==> src/rtl/dispatch_unit_pkg.sv <==
// Shared constants and types for the dispatch (issue) stage.
// Holds the fixed widths, the "zero" encodings (NOP, RENAMED_ZERO, REG_ZERO,
// ZERO), boolean helpers and the issue-slot state encoding.
package dispatch_unit_pkg;

  localparam int XLEN  = 32;
  localparam int OP_W  = 6;
  localparam int ROB_W = 4;
  localparam int REG_W = 5;

  typedef logic [OP_W-1:0]  opcode_type_t;
  typedef logic [ROB_W-1:0] rob_id_range_t;
  typedef logic [XLEN-1:0]  data_idx_range_t;
  typedef logic [REG_W-1:0] reg_idx_t;

  localparam opcode_type_t    NOP          = '0;
  localparam rob_id_range_t   RENAMED_ZERO = '0;
  localparam reg_idx_t        REG_ZERO     = '0;
  localparam data_idx_range_t ZERO         = '0;
  localparam logic            TRUE         = 1'b1;
  localparam logic            FALSE        = 1'b0;

  typedef enum logic {
    SLOT_EMPTY = 1'b0,
    SLOT_VALID = 1'b1
  } slot_state_t;

  // A CDB port hits a tag only for a live broadcast of a real (nonzero) alias.
  function automatic logic cdb_match(input logic          has_result,
                                     input rob_id_range_t bcast_id,
                                     input rob_id_range_t tag);
    return has_result && (tag != RENAMED_ZERO) && (bcast_id == tag);
  endfunction

endpackage

==> src/rtl/dispatch_operand_resolve.sv <==
// Resolves one source operand at pop time: register 0, then the RF value,
// then a ROB entry that already holds its result, then a same-cycle CDB
// broadcast (ALU port before LSB port). Otherwise the rename tag is kept.
module dispatch_operand_resolve
  import dispatch_unit_pkg::*;
(
  input  logic [REG_W-1:0] reg_idx,
  input  logic [ROB_W-1:0] rf_q,
  input  logic [XLEN-1:0]  rf_v,
  input  logic             rob_rdy,
  input  logic [XLEN-1:0]  rob_val,
  input  logic             alu_has_result,
  input  logic [ROB_W-1:0] alu_alias,
  input  logic [XLEN-1:0]  alu_result,
  input  logic             lsb_has_result,
  input  logic [ROB_W-1:0] lsb_alias,
  input  logic [XLEN-1:0]  lsb_result,
  output logic [ROB_W-1:0] q_o,
  output logic [XLEN-1:0]  v_o
);

  // Priority chain picking the freshest available source for the operand.
  always_comb begin
    q_o = RENAMED_ZERO;
    v_o = ZERO;
    if (reg_idx == REG_ZERO) begin
      q_o = RENAMED_ZERO;
      v_o = ZERO;
    end else if (rf_q == RENAMED_ZERO) begin
      v_o = rf_v;
    end else if (rob_rdy) begin
      v_o = rob_val;
    end else if (cdb_match(alu_has_result, alu_alias, rf_q)) begin
      v_o = alu_result;
    end else if (cdb_match(lsb_has_result, lsb_alias, rf_q)) begin
      v_o = lsb_result;
    end else begin
      q_o = rf_q;
    end
  end

endmodule

==> src/rtl/dispatch_unit.sv <==
// Dispatch unit: pops one decoded instruction per cycle from the IQ,
// allocates a ROB alias, renames rd, resolves operands and holds the result
// in a single registered issue slot towards the RS or the LSB.
// Optional perf counters are built when DISPATCH_PERF_EN is defined.
//
// Handshake: the slot is offered to its target (rdy_to_rs / rdy_to_lsb) while
// VALID and the target is not full; it is taken on every cycle where that
// offer is high, and a new IQ entry may be popped into the slot in the very
// same cycle, giving one issue per cycle.
module dispatch_unit
  import dispatch_unit_pkg::*;
(
  input  logic             clk,
  input  logic             rst,
  input  logic             rdy,
  input  logic             rollback,
  input  logic             iq_valid,
  input  logic [OP_W-1:0]  iq_optype,
  input  logic [XLEN-1:0]  iq_pc,
  input  logic [REG_W-1:0] iq_rd,
  input  logic [REG_W-1:0] iq_rs1,
  input  logic [REG_W-1:0] iq_rs2,
  input  logic [XLEN-1:0]  iq_imm,
  input  logic             iq_is_ls,
  output logic             iq_pop,
  output logic [REG_W-1:0] rf_rs1,
  output logic [REG_W-1:0] rf_rs2,
  input  logic [ROB_W-1:0] rf_q1,
  input  logic [ROB_W-1:0] rf_q2,
  input  logic [XLEN-1:0]  rf_v1,
  input  logic [XLEN-1:0]  rf_v2,
  output logic             rf_rename_en,
  output logic [REG_W-1:0] rf_rename_rd,
  output logic [ROB_W-1:0] rf_rename_id,
  input  logic             rob_full,
  input  logic [ROB_W-1:0] rob_new_id,
  output logic             rob_alloc,
  output logic [REG_W-1:0] rob_alloc_rd,
  input  logic             rob_q1_rdy,
  input  logic             rob_q2_rdy,
  input  logic [XLEN-1:0]  rob_q1_val,
  input  logic [XLEN-1:0]  rob_q2_val,
  input  logic             alu_has_result,
  input  logic [ROB_W-1:0] alu_alias,
  input  logic [XLEN-1:0]  alu_result,
  input  logic             lsb_has_result,
  input  logic [ROB_W-1:0] lsb_alias,
  input  logic [XLEN-1:0]  lsb_result,
  input  logic             rs_full,
  input  logic             lsb_full,
  output logic             rdy_to_rs,
  output logic             rdy_to_lsb,
  output logic [OP_W-1:0]  out_optype,
  output logic [XLEN-1:0]  out_pc,
  output logic [ROB_W-1:0] out_alias,
  output logic [ROB_W-1:0] out_qi,
  output logic [ROB_W-1:0] out_qj,
  output logic [XLEN-1:0]  out_vi,
  output logic [XLEN-1:0]  out_vj,
  output logic [XLEN-1:0]  out_imm,
`ifdef DISPATCH_PERF_EN
  output logic [31:0]      perf_issued,
  output logic [31:0]      perf_stall,
`endif
  output slot_state_t      dbg_state
);

  slot_state_t     state_q;
  logic            is_ls_q;
  opcode_type_t    optype_q;
  data_idx_range_t pc_q, imm_q, vi_q, vj_q;
  rob_id_range_t   id_q, qi_q, qj_q;

  logic            tgt_full, consumed;
  rob_id_range_t   res_q1, res_q2;
  data_idx_range_t res_v1, res_v2;
  logic            qi_alu_hit, qi_lsb_hit, qj_alu_hit, qj_lsb_hit;
  logic            qi_hit, qj_hit;
  data_idx_range_t qi_cdb_val, qj_cdb_val;

  dispatch_operand_resolve u_res1 (
    .reg_idx        (iq_rs1),
    .rf_q           (rf_q1),
    .rf_v           (rf_v1),
    .rob_rdy        (rob_q1_rdy),
    .rob_val        (rob_q1_val),
    .alu_has_result (alu_has_result),
    .alu_alias      (alu_alias),
    .alu_result     (alu_result),
    .lsb_has_result (lsb_has_result),
    .lsb_alias      (lsb_alias),
    .lsb_result     (lsb_result),
    .q_o            (res_q1),
    .v_o            (res_v1)
  );

  dispatch_operand_resolve u_res2 (
    .reg_idx        (iq_rs2),
    .rf_q           (rf_q2),
    .rf_v           (rf_v2),
    .rob_rdy        (rob_q2_rdy),
    .rob_val        (rob_q2_val),
    .alu_has_result (alu_has_result),
    .alu_alias      (alu_alias),
    .alu_result     (alu_result),
    .lsb_has_result (lsb_has_result),
    .lsb_alias      (lsb_alias),
    .lsb_result     (lsb_result),
    .q_o            (res_q2),
    .v_o            (res_v2)
  );

  // Pop / consume decisions and the pass-through request signals.
  always_comb begin
    tgt_full     = is_ls_q ? lsb_full : rs_full;
    consumed     = (state_q == SLOT_VALID) && !tgt_full;
    iq_pop       = !rst && rdy && !rollback && iq_valid && !rob_full &&
                   ((state_q == SLOT_EMPTY) || consumed);
    rf_rs1       = iq_rs1;
    rf_rs2       = iq_rs2;
    rf_rename_en = iq_pop && (iq_rd != REG_ZERO);
    rf_rename_rd = iq_rd;
    rf_rename_id = rob_new_id;
    rob_alloc    = iq_pop;
    rob_alloc_rd = iq_rd;
  end

  // CDB snooping of the waiting slot operands (ALU port has priority).
  always_comb begin
    qi_alu_hit = cdb_match(alu_has_result, alu_alias, qi_q);
    qi_lsb_hit = cdb_match(lsb_has_result, lsb_alias, qi_q);
    qj_alu_hit = cdb_match(alu_has_result, alu_alias, qj_q);
    qj_lsb_hit = cdb_match(lsb_has_result, lsb_alias, qj_q);
    qi_hit     = qi_alu_hit || qi_lsb_hit;
    qj_hit     = qj_alu_hit || qj_lsb_hit;
    qi_cdb_val = qi_alu_hit ? alu_result : lsb_result;
    qj_cdb_val = qj_alu_hit ? alu_result : lsb_result;
  end

  // Issue-slot outputs, with same-cycle broadcasts folded in for the consumer.
  always_comb begin
    rdy_to_rs  = (state_q == SLOT_VALID) && !is_ls_q && !rs_full;
    rdy_to_lsb = (state_q == SLOT_VALID) &&  is_ls_q && !lsb_full;
    out_optype = optype_q;
    out_pc     = pc_q;
    out_alias  = id_q;
    out_imm    = imm_q;
    out_qi     = qi_hit ? RENAMED_ZERO : qi_q;
    out_vi     = qi_hit ? qi_cdb_val   : vi_q;
    out_qj     = qj_hit ? RENAMED_ZERO : qj_q;
    out_vj     = qj_hit ? qj_cdb_val   : vj_q;
    dbg_state  = state_q;
  end

  // Slot FSM: load on pop, drain on consume, snoop the CDB while held.
  always_ff @(posedge clk) begin
    if (rst || (rdy && rollback)) begin
      state_q  <= SLOT_EMPTY;
      is_ls_q  <= FALSE;
      optype_q <= NOP;
      pc_q     <= ZERO;
      imm_q    <= ZERO;
      id_q     <= RENAMED_ZERO;
      qi_q     <= RENAMED_ZERO;
      qj_q     <= RENAMED_ZERO;
      vi_q     <= ZERO;
      vj_q     <= ZERO;
    end else if (rdy) begin
      case (state_q)
        SLOT_EMPTY: begin
          if (iq_pop) state_q <= SLOT_VALID;
        end
        SLOT_VALID: begin
          if (consumed && !iq_pop) state_q <= SLOT_EMPTY;
        end
        default: state_q <= SLOT_EMPTY;
      endcase
      if (iq_pop) begin
        is_ls_q  <= iq_is_ls;
        optype_q <= iq_optype;
        pc_q     <= iq_pc;
        imm_q    <= iq_imm;
        id_q     <= rob_new_id;
        qi_q     <= res_q1;
        vi_q     <= res_v1;
        qj_q     <= res_q2;
        vj_q     <= res_v2;
      end else if ((state_q == SLOT_VALID) && !consumed) begin
        if (qi_hit) begin
          qi_q <= RENAMED_ZERO;
          vi_q <= qi_cdb_val;
        end
        if (qj_hit) begin
          qj_q <= RENAMED_ZERO;
          vj_q <= qj_cdb_val;
        end
      end
    end
  end

`ifdef DISPATCH_PERF_EN
  logic [31:0] perf_issued_q, perf_stall_q;

  // Wrapping issue and stall counters; only rst clears them.
  always_ff @(posedge clk) begin
    if (rst) begin
      perf_issued_q <= '0;
      perf_stall_q  <= '0;
    end else if (rdy) begin
      if (consumed) perf_issued_q <= perf_issued_q + 32'd1;
      if (iq_valid && !iq_pop && !rollback) perf_stall_q <= perf_stall_q + 32'd1;
    end
  end

  assign perf_issued = perf_issued_q;
  assign perf_stall  = perf_stall_q;
`endif

endmodule

==> config.mk <==
export PLATFORM = sky130hd
export DESIGN_NAME = dispatch_unit
export DESIGN_NICKNAME = d
export VERILOG_FILES = /design/src/rtl/dispatch_unit_pkg.sv /design/src/rtl/dispatch_operand_resolve.sv /design/src/rtl/dispatch_unit.sv
export SDC_FILE = /design/constraint.sdc
export NUM_CORES = 1
export LEC_CHECK = 0
export BUFFER_PORTS_ARGS = -buffer_cell sky130_fd_sc_hd__buf_2
export CAP_MARGIN = 20
export CORE_AREA = 2 2 191 193
export CTS_BUF_LIST = sky130_fd_sc_hd__clkbuf_8
export DETAILED_ROUTE_END_ITERATION = 10
export DIE_AREA = 0 0 193 195
export GPL_TIMING_DRIVEN = 0
export SLEW_MARGIN = 30
export SYNTH_ARGS = -nofsm -noshare
export SYNTH_HDL_FRONTEND = slang
export SYNTH_SLANG_ARGS = --single-unit
==> constraint.sdc <==
create_clock -name clk -period 2.75 [get_ports clk]
set_clock_uncertainty 0.2 [all_clocks]
set_input_delay 0.55 -clock clk [delete_from_list [all_inputs] [get_ports clk]]
set_output_delay 0.55 -clock clk [all_outputs]
set_load 0.1 [all_outputs]
Yosys cells after proc, flatten, opt, wreduce, memory -nomap -nowiden --
Cells that the tools add are included. W data, S select, Z words.
Storage, ports and cells: logic and storage cells 112, input port bits 310, register bits 148, output and inout port bits 176
Operators by class: reductions and logical operators 55, equal/unequal tests 8, bitwise logic cells 1, mux-type cells 38
Operators by type and width (count):
- $mux W32 | 18
- $mux W4 | 16
- $eq A4 B4 Y1 | 8
- $logic_and A1 B1 Y1 | 30
- $reduce_bool A4 Y1 | 4
- $logic_not A5 Y1 | 2
- $logic_not A1 Y1 | 9
- $logic_not A4 Y1 | 2
- $reduce_bool A5 Y1 | 1
- $logic_or A1 B1 Y1 | 4
- $reduce_and A2 Y1 | 2
- $mux W1 | 3
- $pmux W1 S2 | 1
- $reduce_bool A2 Y1 | 1
- $not A1 Y1 | 1

Longest topological paths before layout --
depth after elaboration 10, gate-level depth with buffers 9

Cells and area by module --
From an unflattened synthesis, not the netlist that was laid out.
Unflattened totals: cell total of the unflattened synthesis 1511, area total of the unflattened synthesis 11542.3 um2
By module, submodules not included:
- dispatch_unit | area an instance 8411.8 um2, instances 1, sequential area each 2962.8 um2, cells each 1063
- dispatch_operand_resolve | area an instance 1565.3 um2, instances 2, sequential area each 0.0 um2, cells each 224

Worst setup path after synthesis --
No wires, ideal clock.
kind reg2out, start register state_q (netlist: dbg_state), end output port rdy_to_rs, required time 2.000 ns, cell stages (with the launch flop) 2, path slack -1.300 ns, data arrival time 3.300 ns, cell sequence dfxtp_1 nor3b_1
Between the ends: cells in the longest elaborated chain, start to end 2
RTL lines:
- start: declaration | line dispatch_unit.sv:68 | slot_state_t state_q;
- start signal: assignment | line dispatch_unit.sv:158 | state_q <= SLOT_EMPTY;
- start signal: assignment | line dispatch_unit.sv:171 | if (iq_pop) state_q <= SLOT_VALID;
- start signal: assignment | line dispatch_unit.sv:174 | if (consumed && !iq_pop) state_q <= SLOT_EMPTY;
- $logic_and A1 B1 Y1 (2 in a row) | line dispatch_unit.sv:142 | rdy_to_rs = (state_q == SLOT_VALID) && !is_ls_q && !rs_full;
- end: declaration | line dispatch_unit.sv:51 | output logic rdy_to_rs,
No other way between the ends.

Final worst setup path --
start register qj_q[0], end output port out_vj[10]
Between the ends: cells in the longest elaborated chain, start to end 5, elaborated cells between the ends (all ways) 10
RTL lines:
- start: declaration | line dispatch_unit.sv:72 | rob_id_range_t id_q, qi_q, qj_q;
- start signal: assignment | line dispatch_unit.sv:186 | qj_q <= res_q2;
- $reduce_bool A4 Y1 | line dispatch_unit_pkg.sv:32 | return has_result && (tag != RENAMED_ZERO) && (bcast_id == tag);
- $logic_and A1 B1 Y1 (2 in a row) | line dispatch_unit_pkg.sv:32
- $mux W32 or $logic_or A1 B1 Y1 (tied branches) | line dispatch_unit.sv:137, dispatch_unit.sv:135
- $mux W32 *
- end: declaration | line dispatch_unit.sv:59 | output logic [XLEN-1:0] out_vj,
Mark *: on every way between the ends. The rest lies on a longest branch, timed or not.

==> metrics.md <==
| Metric | Value |
|---|---|
| CP most frequent cell | buf_12 |
| Worst EP arrival | 2.46 ns |
| Clk buf depth | 2 |
| Placer Congestion | 0.959 |
| CTS clk-pin slew, worst paths | 0.09 ns |
| Global route overflow | 0 |
| Worst Setup End Kind | primary output |
| Clk Latency, worst-skew pair | 0.48 ns |
| Slowest stage delay, CP | 0.38 ns |
| Primary FF master, synth | dfxtp_1 |
| Least-Margin Pin Slew | 0.937 ns |
| Slew HR | 37.1% |
| DRT Pass-1 Iters | 5 |
| Max Freq | 0.312 GHz |
| RSZ-0062 raised after global routing | yes |
| Critical path type | reg -> out |
| Vias/cell | 5.45 |
| Rows | 69 |
| Post-synth EDFFs | 0 |
| Antenna violations before repair | 12 |
| Max Cap Viol | 0 |
| VDD IR max | 319 uV |
| Setup violators final | 72 |
| Register area share after synthesis | 28.8% |
| Violated checks | negative setup slack |
| Seq cells post-synth | 148 |
| Synthesized net count | 1,681 |
| I/O Pins | 486 |
| Gr usage total | 28.4% |
| CP Buf/Inv Count | 5 |
| Die area | 37,600 um2 |
| Initial Util | 29.0% |
| Final hold slack | 0.0933 ns |
| Post-Syn Area | 10,300 um2 |
| Power per cell area | 300 nW/um2 |
| Core Area | 35,400 um2 |
| Num Clock Sinks | 148 |
| CTS tree | built |
| Final Slew Violations | 0 |
| Crit-path max FO | 6 |
| Horiz. Die Dim | 193 um |
| Critical path required time | 2.00 ns |
| Top cells by area, synth | dfxtp_1 (29%), nand2_1 (8.9%), o211ai_1 (6.9%) |
| Synth warnings | 0 |
| First-pass GRT wire length | 80,300 um |
| Antenna Nets Post-Route | 0 |
| Area Growth Syn to Fin | 65.3% |
| Root Driver | clkbuf_8 |
| Synth async-reset ratio | 0% |
| HP Class | in -> reg |
| Fill count | 3,455 |
| Clock buffer count from CTS | 17 |
| Initial DRC Count | 1,000 |
| Most frequent cells in the layout | buf_2 (431), nand2_1 (245), dfxtp_1 (138) |
| Largest delay share family, worst path | buffers and inverters |
| DR DRC count | 0 |
| Syn_area_per_cell | 7.50 um2 |
| Crit start category | register |
| Post-Syn Instances | 1,371 |
| Pin count of the biggest net entering global routing | 17 |
| Netlist cell types | 51 |
| Worst slack, placed | -0.924 ns |
| Vias in the first global route | 13,400 |
| Final Cycle Share | 117% |
| Final WS setup | -0.456 ns |
| Port Buffers | 480 |
| Via Count | 13,100 |
| Synth top area share | 28.8% |
| Hold Buf Count CTS | 0 |
| Depth of the CTS H-tree | 4 |
| Cell taking the most area after synthesis | dfxtp_1 |
| Status | complete, but fails checks |
| Critical-path cell list | buf_6 -> nor4_4 -> nor4_4 -> buf_6 -> buf_12 -> buf_12 -> mux2_4 -> o21a_4 -> buf_12 |
| Share of layout cells above drive strength 1 | 43.3% |
| Slowest stage cell, crit path | dfxtp_4 |
| Most common cell after layout, fill and taps aside | buf_2 |
| Min cycle time layout | 3.21 ns |
| Final hold violations | 0 |
| Final nets | 2,235 |
| Pleak | 6.64 nW |
| DP HPWL | 42,700 um |
| DR WL/cell | 22.9 um |
| Die Ht | 195 um |
| Final wirelength | 55,200 um |
## sequential cells by signal, summed over array words and instances, names as in the netlist
signal / flops
vj_q: 32
out_alias: 4
qj_q: 4
dbg_state: 1
is_ls_q: 1
out_optype: 6
out_pc: 32
qi_q: 4
out_imm: 32
vi_q: 32
## worst paths after layout
path,to,startpoint,slack [ns],cells past startpoint
worst min register to register,out_pc[22],out_pc[22],0.25,2
worst min-delay path,out_optype[5],iq_optype[5],0.09,3
worst max-delay path,out_vj[10],qj_q[0],-0.46,9
worst max register to register,vj_q[5],is_ls_q,0.09,7
## synth_stat cells, types with 4 or more instances
master,number
dfxtp_1,148
mux2i_1,30
buf_4,31
mux2_1,13
a21oi_1,142
o21ai_0,59
nand3_1,29
nor2_1,76
a22o_1,8
o21a_1,32
buf_6,4
a21oi_2,5
nand3b_1,32
a221oi_1,37
xor2_1,5
nand2b_1,38
clkbuf_1,72
and3_1,31
a31oi_1,32
buf_1,4
xnor2_1,22
o211ai_1,95
or3_1,6
nor3_1,7
a211o_1,62
nand4b_1,5
and2_1,8
nand4_1,6
nand2_1,245
buf_2,39
mux2_2,19
## cell type report
type | instances | area, um2 | share of cell area [%]
Timing Repair Buffer | 542 | 4200 | 24.7
Sequential cell | 148 | 3000 | 17.6
Clock inverter | 14 | 118 | 0.692
Buffer | 146 | 990 | 5.83
Clock buffer | 17 | 234 | 1.38
Inverter | 2 | 23.8 | 0.140
Antenna cell | 9 | 22.5 | 0.133
Tap cell | 461 | 577 | 3.40
Multi-Input combinational cell | 1068 | 7830 | 46.1
## what timing repair did
| item | CTS | global route |
|---|---|---|
| setup buffers | 37 | 20 |
| resized for setup | 418 | 35 |
| cloned | 7 | 1 |
| setup endpoints to repair | 109 | 90 |
| pin swaps | 12 | 15 |
| endpoints found under the hold margin | 0 | 0 |
## logic make-up (layout without fill, tap and decap cells)
logic type	Yosys count	after routing	share of synthesized area, %
buffers and inverters	155	721	8.03
xor gates and xnor gates	27	27	2.30
DFF	148	148	28.8
and+or+nand+nor	501	501	23.4
other	0	9	0
AOI/OAI and AO/OA	478	478	31.0
muxes	62	62	6.43
## layer usage
metal / track usage, % / wire length (um) / up-vias
met5: 0 / 37 / -
met4: 15.6 / 2700 / 6
met3: 8.36 / 5270 / 140
met2: 47.5 / 26300 / 704
met1: 32.1 / 20800 / 6156
li1: - / - / 6110
## where the power goes
part           internal (mW)  leakage, nW  total, mW  switching, mW
registers               2.16         1.20       2.17         0.0161
clock network          0.700        0.170       1.66          0.958
logic                  0.445         5.27       1.27          0.830
## worst reg2reg max path: cells and delay by family (launching register included)
kind / cells / cell delay [ns]
AO/OA/AOI/OAI: 2 / 0.30
buffers and inverters: 2 / 0.83
flip-flops: 1 / 0.37
multiplexers: 1 / 0.19
AND/OR/NAND/NOR: 2 / 0.70
## through the flow
step / std cells / area [um2] / TNS [ns] / power (mW) / util, %
after floorplan: 1371 / 11300 / -9.38 / 2.90 / -
after global placement: 2312 / 14300 / -68.87 / 3.38 / 40.3
after detailed placement: 2312 / 14300 / -70.04 / 3.39 / 40.3
after CTS: 2385 / 16800 / -33.83 / 5.12 / 47.4
after global routing: 2406 / 17000 / -35.36 / 5.28 / 48.0
final: 2407 / 17000 / -27.94 / 5.10 / 48.0
Power figures use the tool's default switching activity.
